[config.mk]
export PLATFORM = sky130hd
export DESIGN_NAME = tile_stim_capture
export DESIGN_NICKNAME = d
export VERILOG_FILES = /design/src/rtl/tile_stim_capture.sv
export SDC_FILE = /design/constraint.sdc
export NUM_CORES = 1
export LEC_CHECK = 0
export ABC_AREA = 1
export CAP_MARGIN = 20
export CORE_ASPECT_RATIO = 0.75
export CORE_MARGIN = 2
export CORE_UTILIZATION = 53
export CTS_BUF_LIST = sky130_fd_sc_hd__clkbuf_4 sky130_fd_sc_hd__clkbuf_8
export DETAILED_ROUTE_END_ITERATION = 8
export PLACE_DENSITY = 0.83
export RECOVER_POWER = 50
export SLEW_MARGIN = 20
export SYNTH_ARGS = -nofsm -noshare
export SYNTH_HDL_FRONTEND = slang
export SYNTH_SLANG_ARGS = --single-unit
export TNS_END_PERCENT = 10
[constraint.sdc]
create_clock -name clk -period 1.59 [get_ports clk]
set_input_delay 0.159 -clock clk [delete_from_list [all_inputs] [get_ports clk]]
set_output_delay 0.159 -clock clk [all_outputs]
set_load 0.01 [all_outputs]
[src/rtl/tile_stim_capture.sv]
// tile_stim_capture: on-chip stimulus/response engine for a microtile.
// Drives NVEC vectors (counter or LFSR) onto ui_in, holds each for SETTLE+1
// cycles, folds the uo_out seen on the last cycle of every window into a
// 16-bit MISR and compares the final signature against exp_sig.
// Ports:
//   clk, rst_n      clock, asynchronous active-low reset
//   start           run request, honoured only when idle or done
//   mode            0 = counter vectors, 1 = LFSR vectors (latched at start)
//   exp_sig[15:0]   expected signature, compared on the last sampling edge
//   uo_out[7:0]     tile outputs under test
//   ui_in[7:0]      tile inputs being driven
//   busy, done      run in progress / run finished (held until next start)
//   pass            signature matched exp_sig; meaningful while done=1
//   signature[15:0] MISR contents
module tile_stim_capture #(
    parameter int unsigned NVEC   = 256,
    parameter int unsigned SETTLE = 2,
    parameter logic [7:0]  SEED   = 8'h01
) (
    input  logic        clk,
    input  logic        rst_n,
    input  logic        start,
    input  logic        mode,
    input  logic [15:0] exp_sig,
    input  logic [7:0]  uo_out,
    output logic [7:0]  ui_in,
    output logic        busy,
    output logic        done,
    output logic        pass,
    output logic [15:0] signature
);

    localparam int unsigned IDX_W = (NVEC > 1) ? $clog2(NVEC) : 1;
    localparam int unsigned CNT_W = 4;
    localparam logic [IDX_W-1:0] LAST_IDX  = IDX_W'(NVEC - 1);
    localparam logic [CNT_W-1:0] LAST_CNT  = CNT_W'(SETTLE);
    localparam logic [15:0]      MISR_POLY = 16'hB400;
    localparam logic [7:0]       LFSR_POLY = 8'hB8;

    typedef enum logic [1:0] {
        S_IDLE = 2'd0,
        S_RUN  = 2'd1,
        S_DONE = 2'd2
    } state_t;

    state_t           state_q, state_d;
    logic             mode_q, mode_d;
    logic [IDX_W-1:0] idx_q, idx_d;
    logic [CNT_W-1:0] cnt_q, cnt_d;
    logic [7:0]       ui_d;
    logic             busy_d, done_d, pass_d;
    logic [15:0]      sig_d;
    logic [15:0]      sig_next;
    logic [7:0]       vec_next;

    // MISR fold of the current tile response and next stimulus vector
    always_comb begin
        sig_next = {1'b0, signature[15:1]}
                 ^ (signature[0] ? MISR_POLY : 16'h0000)
                 ^ {8'h00, uo_out};
        if (mode_q) begin
            vec_next = {1'b0, ui_in[7:1]} ^ (ui_in[0] ? LFSR_POLY : 8'h00);
        end else begin
            vec_next = ui_in + 8'd1;
        end
    end

    // Next-state and registered-output logic
    always_comb begin
        state_d = state_q;
        mode_d  = mode_q;
        idx_d   = idx_q;
        cnt_d   = cnt_q;
        ui_d    = ui_in;
        busy_d  = busy;
        done_d  = done;
        pass_d  = pass;
        sig_d   = signature;

        case (state_q)
            S_IDLE, S_DONE: begin
                if (start) begin
                    state_d = S_RUN;
                    mode_d  = mode;
                    idx_d   = '0;
                    cnt_d   = '0;
                    ui_d    = mode ? SEED : 8'h00;
                    busy_d  = 1'b1;
                    done_d  = 1'b0;
                    pass_d  = 1'b0;
                    sig_d   = 16'h0000;
                end
            end
            S_RUN: begin
                if (cnt_q == LAST_CNT) begin
                    // last cycle of the window: sample and advance
                    sig_d = sig_next;
                    cnt_d = '0;
                    if (idx_q != LAST_IDX) begin
                        ui_d  = vec_next;
                        idx_d = idx_q + IDX_W'(1);
                    end else begin
                        state_d = S_DONE;
                        ui_d    = 8'h00;
                        busy_d  = 1'b0;
                        done_d  = 1'b1;
                        pass_d  = (sig_next == exp_sig);
                    end
                end else begin
                    cnt_d = cnt_q + CNT_W'(1);
                end
            end
            default: begin
                state_d = S_IDLE;
            end
        endcase
    end

    // State and output registers
    always_ff @(posedge clk or negedge rst_n) begin
        if (!rst_n) begin
            state_q   <= S_IDLE;
            mode_q    <= 1'b0;
            idx_q     <= '0;
            cnt_q     <= '0;
            ui_in     <= 8'h00;
            busy      <= 1'b0;
            done      <= 1'b0;
            pass      <= 1'b0;
            signature <= 16'h0000;
        end else begin
            state_q   <= state_d;
            mode_q    <= mode_d;
            idx_q     <= idx_d;
            cnt_q     <= cnt_d;
            ui_in     <= ui_d;
            busy      <= busy_d;
            done      <= done_d;
            pass      <= pass_d;
            signature <= sig_d;
        end
    end

endmodule
Word level (Yosys, flattened, before mapping) --
Index checks and enable logic that the tools add are counted.
Storage, ports and cells: logic and storage cells 66, input port bits 28, output and inout bits 27, register bits after elaboration 42
Operators by class: multiplexer cells 33, add/subtract/negate cells 3, bitwise logic cells 3, reduce and logical (&&, ||, !) cells 9, equal/unequal tests 9
Operator list (number):
- $mux W8 | 8
- $mux W16 | 3
- $pmux W16 S2 | 1
- $pmux W8 S2 | 2
- $add A8 B1 Y8 const B | 2
- $eq A16 B16 Y1 | 1
- $xor A15 B16 Y16 | 1
- $xor A16 B8 Y16 | 1
- $mux W1 | 9
- $mux W4 | 2
- $ne A2 B2 Y1 const B | 4
- $ne A8 B8 Y1 const B | 1
- $pmux W4 S2 | 1
- $reduce_and A4 Y1 | 2
- $xor A7 B8 Y8 | 1
- $mux W2 | 3
- $pmux W1 S2 | 3
- $reduce_and A3 Y1 | 2
- $add A4 B1 Y4 const B | 1
- $eq A4 B2 Y1 const B | 1
- $pmux W2 S2 | 1
- $reduce_and A2 Y1 | 2
- $eq A2 B1 Y1 const B | 1
- $eq A2 B2 Y1 const B | 1
- other kinds (3) | 3

Logic depth before layout (Yosys ltp) --
depth after elaboration 7, mapped depth 10, gate-level depth less buffers 10

Worst setup path after synthesis --
Ideal clock, no wire load.
path type flip-flop to flip-flop, start register cnt_q[0], end register pass, library setup time 0.117 ns, stages on the path, launching flop included 11, slack 0.209 ns, period minus slack after synthesis 1.381 ns, arrival 1.264 ns, cells stage by stage dfrtp_1 -> inv_1 -> ha_1 -> nand2_1 -> nor2_2 -> nand2_4 -> nand2_4 -> buf_2 -> nand2_1 -> nand2_1 -> nand2_1
Between the ends: longest elaborated chain between the ends 3
Ends and longest elaborated chain:
- from (decl) | line 49 | logic [CNT_W-1:0] cnt_q, cnt_d;
- from (signal assigned) | line 135 | cnt_q <= cnt_d;
- $eq A4 B2 Y1 | line 95 | if (cnt_q == LAST_CNT) begin
- $ne A2 B2 Y1 (no line)
- $reduce_and A4 Y1 (no line)
- to (signal assigned) | line 139 | pass <= pass_d;
- to (decl) | line 29 | output logic pass,
No other way between the ends. A chain may end at the register's enable or synchronous reset.

Final worst setup path --
start register ui_in[0], end output ui_in[0]
RTL lines:
- from (decl) | line 26 | output logic [7:0] ui_in,
- from (signal assigned) | line 136 | ui_in <= ui_d;
No word-level cell between the ends.

==> impl_metrics.toml <==
[sta]
timing.setup.tns_ns = 0
min_period_over_period_pct = 98.30
finalSetupViolations = 0
fin_skew_ns = 0.004883
rsz0062_at_grt = "yes"
report.final.slew_viol_count = 0
worst_pin_slew_ns = 0.5313
setup_ws_ns = 0.02695
max_freq_ghz = 0.6398
fin_hold_ws_ns = 0.4632
maxSlewHeadroom_pct = 64.58
period_needed_ns = 1.563
hold_viol = 0

[route]
via_count = 2507
wl_um = 6695
ant_nets = 0
drt_iter0_drc = 197
via_per_inst = 5.345
routedWlPerCell_um = 14.28
drt_pass1_iterations = 5
remaining_drc_errors = 0

[global_route]
overflow = 0
grt_usage_pct = 26.55
grt_pass1_wl_um = 11410
antenna_found_initial = 0
grt_max_degree = 43
grt_pass1_vias = 2494

[finish]
final_common_cell = "nand2_1"
drive_gt1_share_pct = 10.68
final_nets = 444
n_antenna_cell = 0
layout_common_cells = "nand2_1, clkdlybuf4s50_1, inv_1, dfrtp_1, nand3_1"
area_growth_pct = 31.94

[logic_synthesis]
yosysSeqAreaShare_pct = 41.40
synth_nets = 378
synthArstFlopShare_pct = 100.0
synth_cell_types = 30
yosys-top-cells-area = "dfrtp_1, nand2_1, inv_1"
syn_area_sq_mm = 0.002539
synth-main-ff-cell = "dfrtp_1"
syn-instance-count = 346
synth_seq_cells = 42
yosysWarnings = 0
synth_edf_count = 0
synth_top_cell_by_area = "dfrtp_1"
avgSynthCellArea_sq_um = 7.337
synth_top_area_share_pct = 41.40

[hold_path]
hold_path.class = "input pin to asynchronous set/reset pin"

[clocking]
clock_sinks = 42
cts_buffers = 5
cts.htree.levels = 2
clock_latency_ns = 0.30
ctsRootBufferMaster = "clkbuf_8"
clock_path_buffers = 2
cts_tree = "yes"
clkTransAtPathRegs_ns = 0.08

[worst_setup_path]
worstRegToRegCells = 9
max_stage_delay_ns = 0.53
start_kind = "flip-flop"
reg2reg_from = "cnt_q[0]$_DFFE_PN0P_"
worst-setup-path-type = "flip-flop to output pin"
reg2reg_to = "ui_in[2]$_DFFE_PN0P_"
path_cells = "buf_4 -> clkdlybuf4s50_1"
crit_path_max_fanout = 5
slowest_stage = "clkdlybuf4s50_1"
endpoint_kind = "output pin"
worstPathRequired_ns = 1.43
reg2reg_slack_ns = 0.05
cp.arrival_ns = 1.40

[floorplan]
chipWidth_um = 83.92
rows = 21
ios = 55
dieArea_sq_mm = 0.005365
core_region_area_sq_mm = 0.004546
die_h_um = 63.94
start_util_pct = 55.85

[power]
powerDensity_mw_per_mm2 = 1661
power.total_w = 0.005565
p_leak_nw = 1.623
ir_drop_mv = 1.000

[outcome]
status = "completed"

[placement]
io_buffers = 54
gp_congestion = 0.9011
dpl.hpwl_um = 4876
pre_cts_ws_ns = 0.02241

[run]
drv_cap = 0
-- what timing repair did --
action / in CTS / in global routing
hold buffers: 1 / 0
endpoints found under the hold margin: 42 / 0
setup buffers: 0 / 1
setup endpoints to repair: 3 / 21
gates resized for setup: 1 / 12
pin swaps: 0 / 2
-- sequential cells by signal, summed over array words and instances, names as in the netlist --
signal / count
signature: 16
idx_q: 8
ui_in: 8
cnt_q: 4
state_q: 2
busy: 1
done: 1
mode_q: 1
pass: 1
-- logic make-up (layout without fill, tap and decap cells) --
group | after synthesis | count (layout) | share of synthesized area, %
AOI/OAI and AO/OA | 51 | 51 | 12.27
xor gates and xnor gates | 13 | 13 | 4.485
adders and majority gates | 4 | 4 | 1.971
buffers and inverters | 58 | 124 | 9.068
DFF | 42 | 42 | 41.40
and+or+nand+nor | 178 | 178 | 30.80
-- worst max-delay path by stage --
stage | depth (start not counted) | start | to | slack, ns
after global placement | 8 | idx_q[0]$_DFFE_PN0P_ | ui_in[0]$_DFFE_PN0P_ | 0.06
after detailed placement | 10 | cnt_q[0]$_DFFE_PN0P_ | ui_in[6]$_DFFE_PN0P_ | 0.02
after CTS | 2 | ui_in[0]$_DFFE_PN0P_ | ui_in[0] | 0.003
after global routing | 9 | cnt_q[0]$_DFFE_PN0P_ | ui_in[2]$_DFFE_PN0P_ | -0.05
after floorplan | 10 | cnt_q[0]$_DFFE_PN0P_ | pass$_DFFE_PN0P_ | 0.21
final | 2 | ui_in[0]$_DFFE_PN0P_ | ui_in[0] | 0.03
-- synth_stat cells (3+ instances only) --
library cell	number
nand2_1	110
inv_1	47
dfrtp_1	42
nand3_1	27
nor2_1	24
o21ai_0	19
o22ai_1	11
xnor2_1	7
a21oi_1	6
o21ai_2	6
xor2_1	6
ha_1	4
nand3b_1	4
buf_2	3
inv_2	3
nand4_1	3
nor2_2	3
o21ai_1	3
-- routing by layer --
layer  part of all wire [%]  wire [um]  track usage, %  up-vias
met5                      0          0               0        -
met4                    1.7        115           8.065        0
met3                    6.9        459           4.910       13
met2                     45       3041           42.90      105
met1                     46       3077           36.65     1155
li1                       -          -               -     1234
-- report_power, final --
group	internal [W]	total (W)	leakage [nW]	switching, W
sequential	0.00149	0.00198	0.525	0.000496
combinational	0.00126	0.00271	1.04	0.00144
clock	0.000503	0.000875	0.0573	0.000372
total	0.00325	0.00556	1.62	0.00231
-- area by class of cell --
cell class	count	area (sq um)
inverter	52	205.2
sequential	42	1054
fill	359	1196
multi-input combinational	246	1282
tap	57	71.32
timing repair buffer	65	624.3
clock buffer	6	82.58
clock inverter	1	30.03
-- per-stage QoR --
| stage | cell area (sq um) | std cells | util [%] |
|---|---|---|---|
| after global placement | 3183 | 460 | 70.02 |
| after detailed placement | 3183 | 460 | 70.02 |
| after CTS | 3311 | 468 | 72.83 |
| after floorplan | 2539 | 346 | - |
| after global routing | 3349 | 469 | 73.69 |
| final | 3349 | 469 | 73.69 |
-- critical path: cells and delay by family (launching register included) --
kind / cells / cell delay [ns]
buf+inv: 2 / 0.68
flops: 1 / 0.42
(Power assumes the default switching activity.)
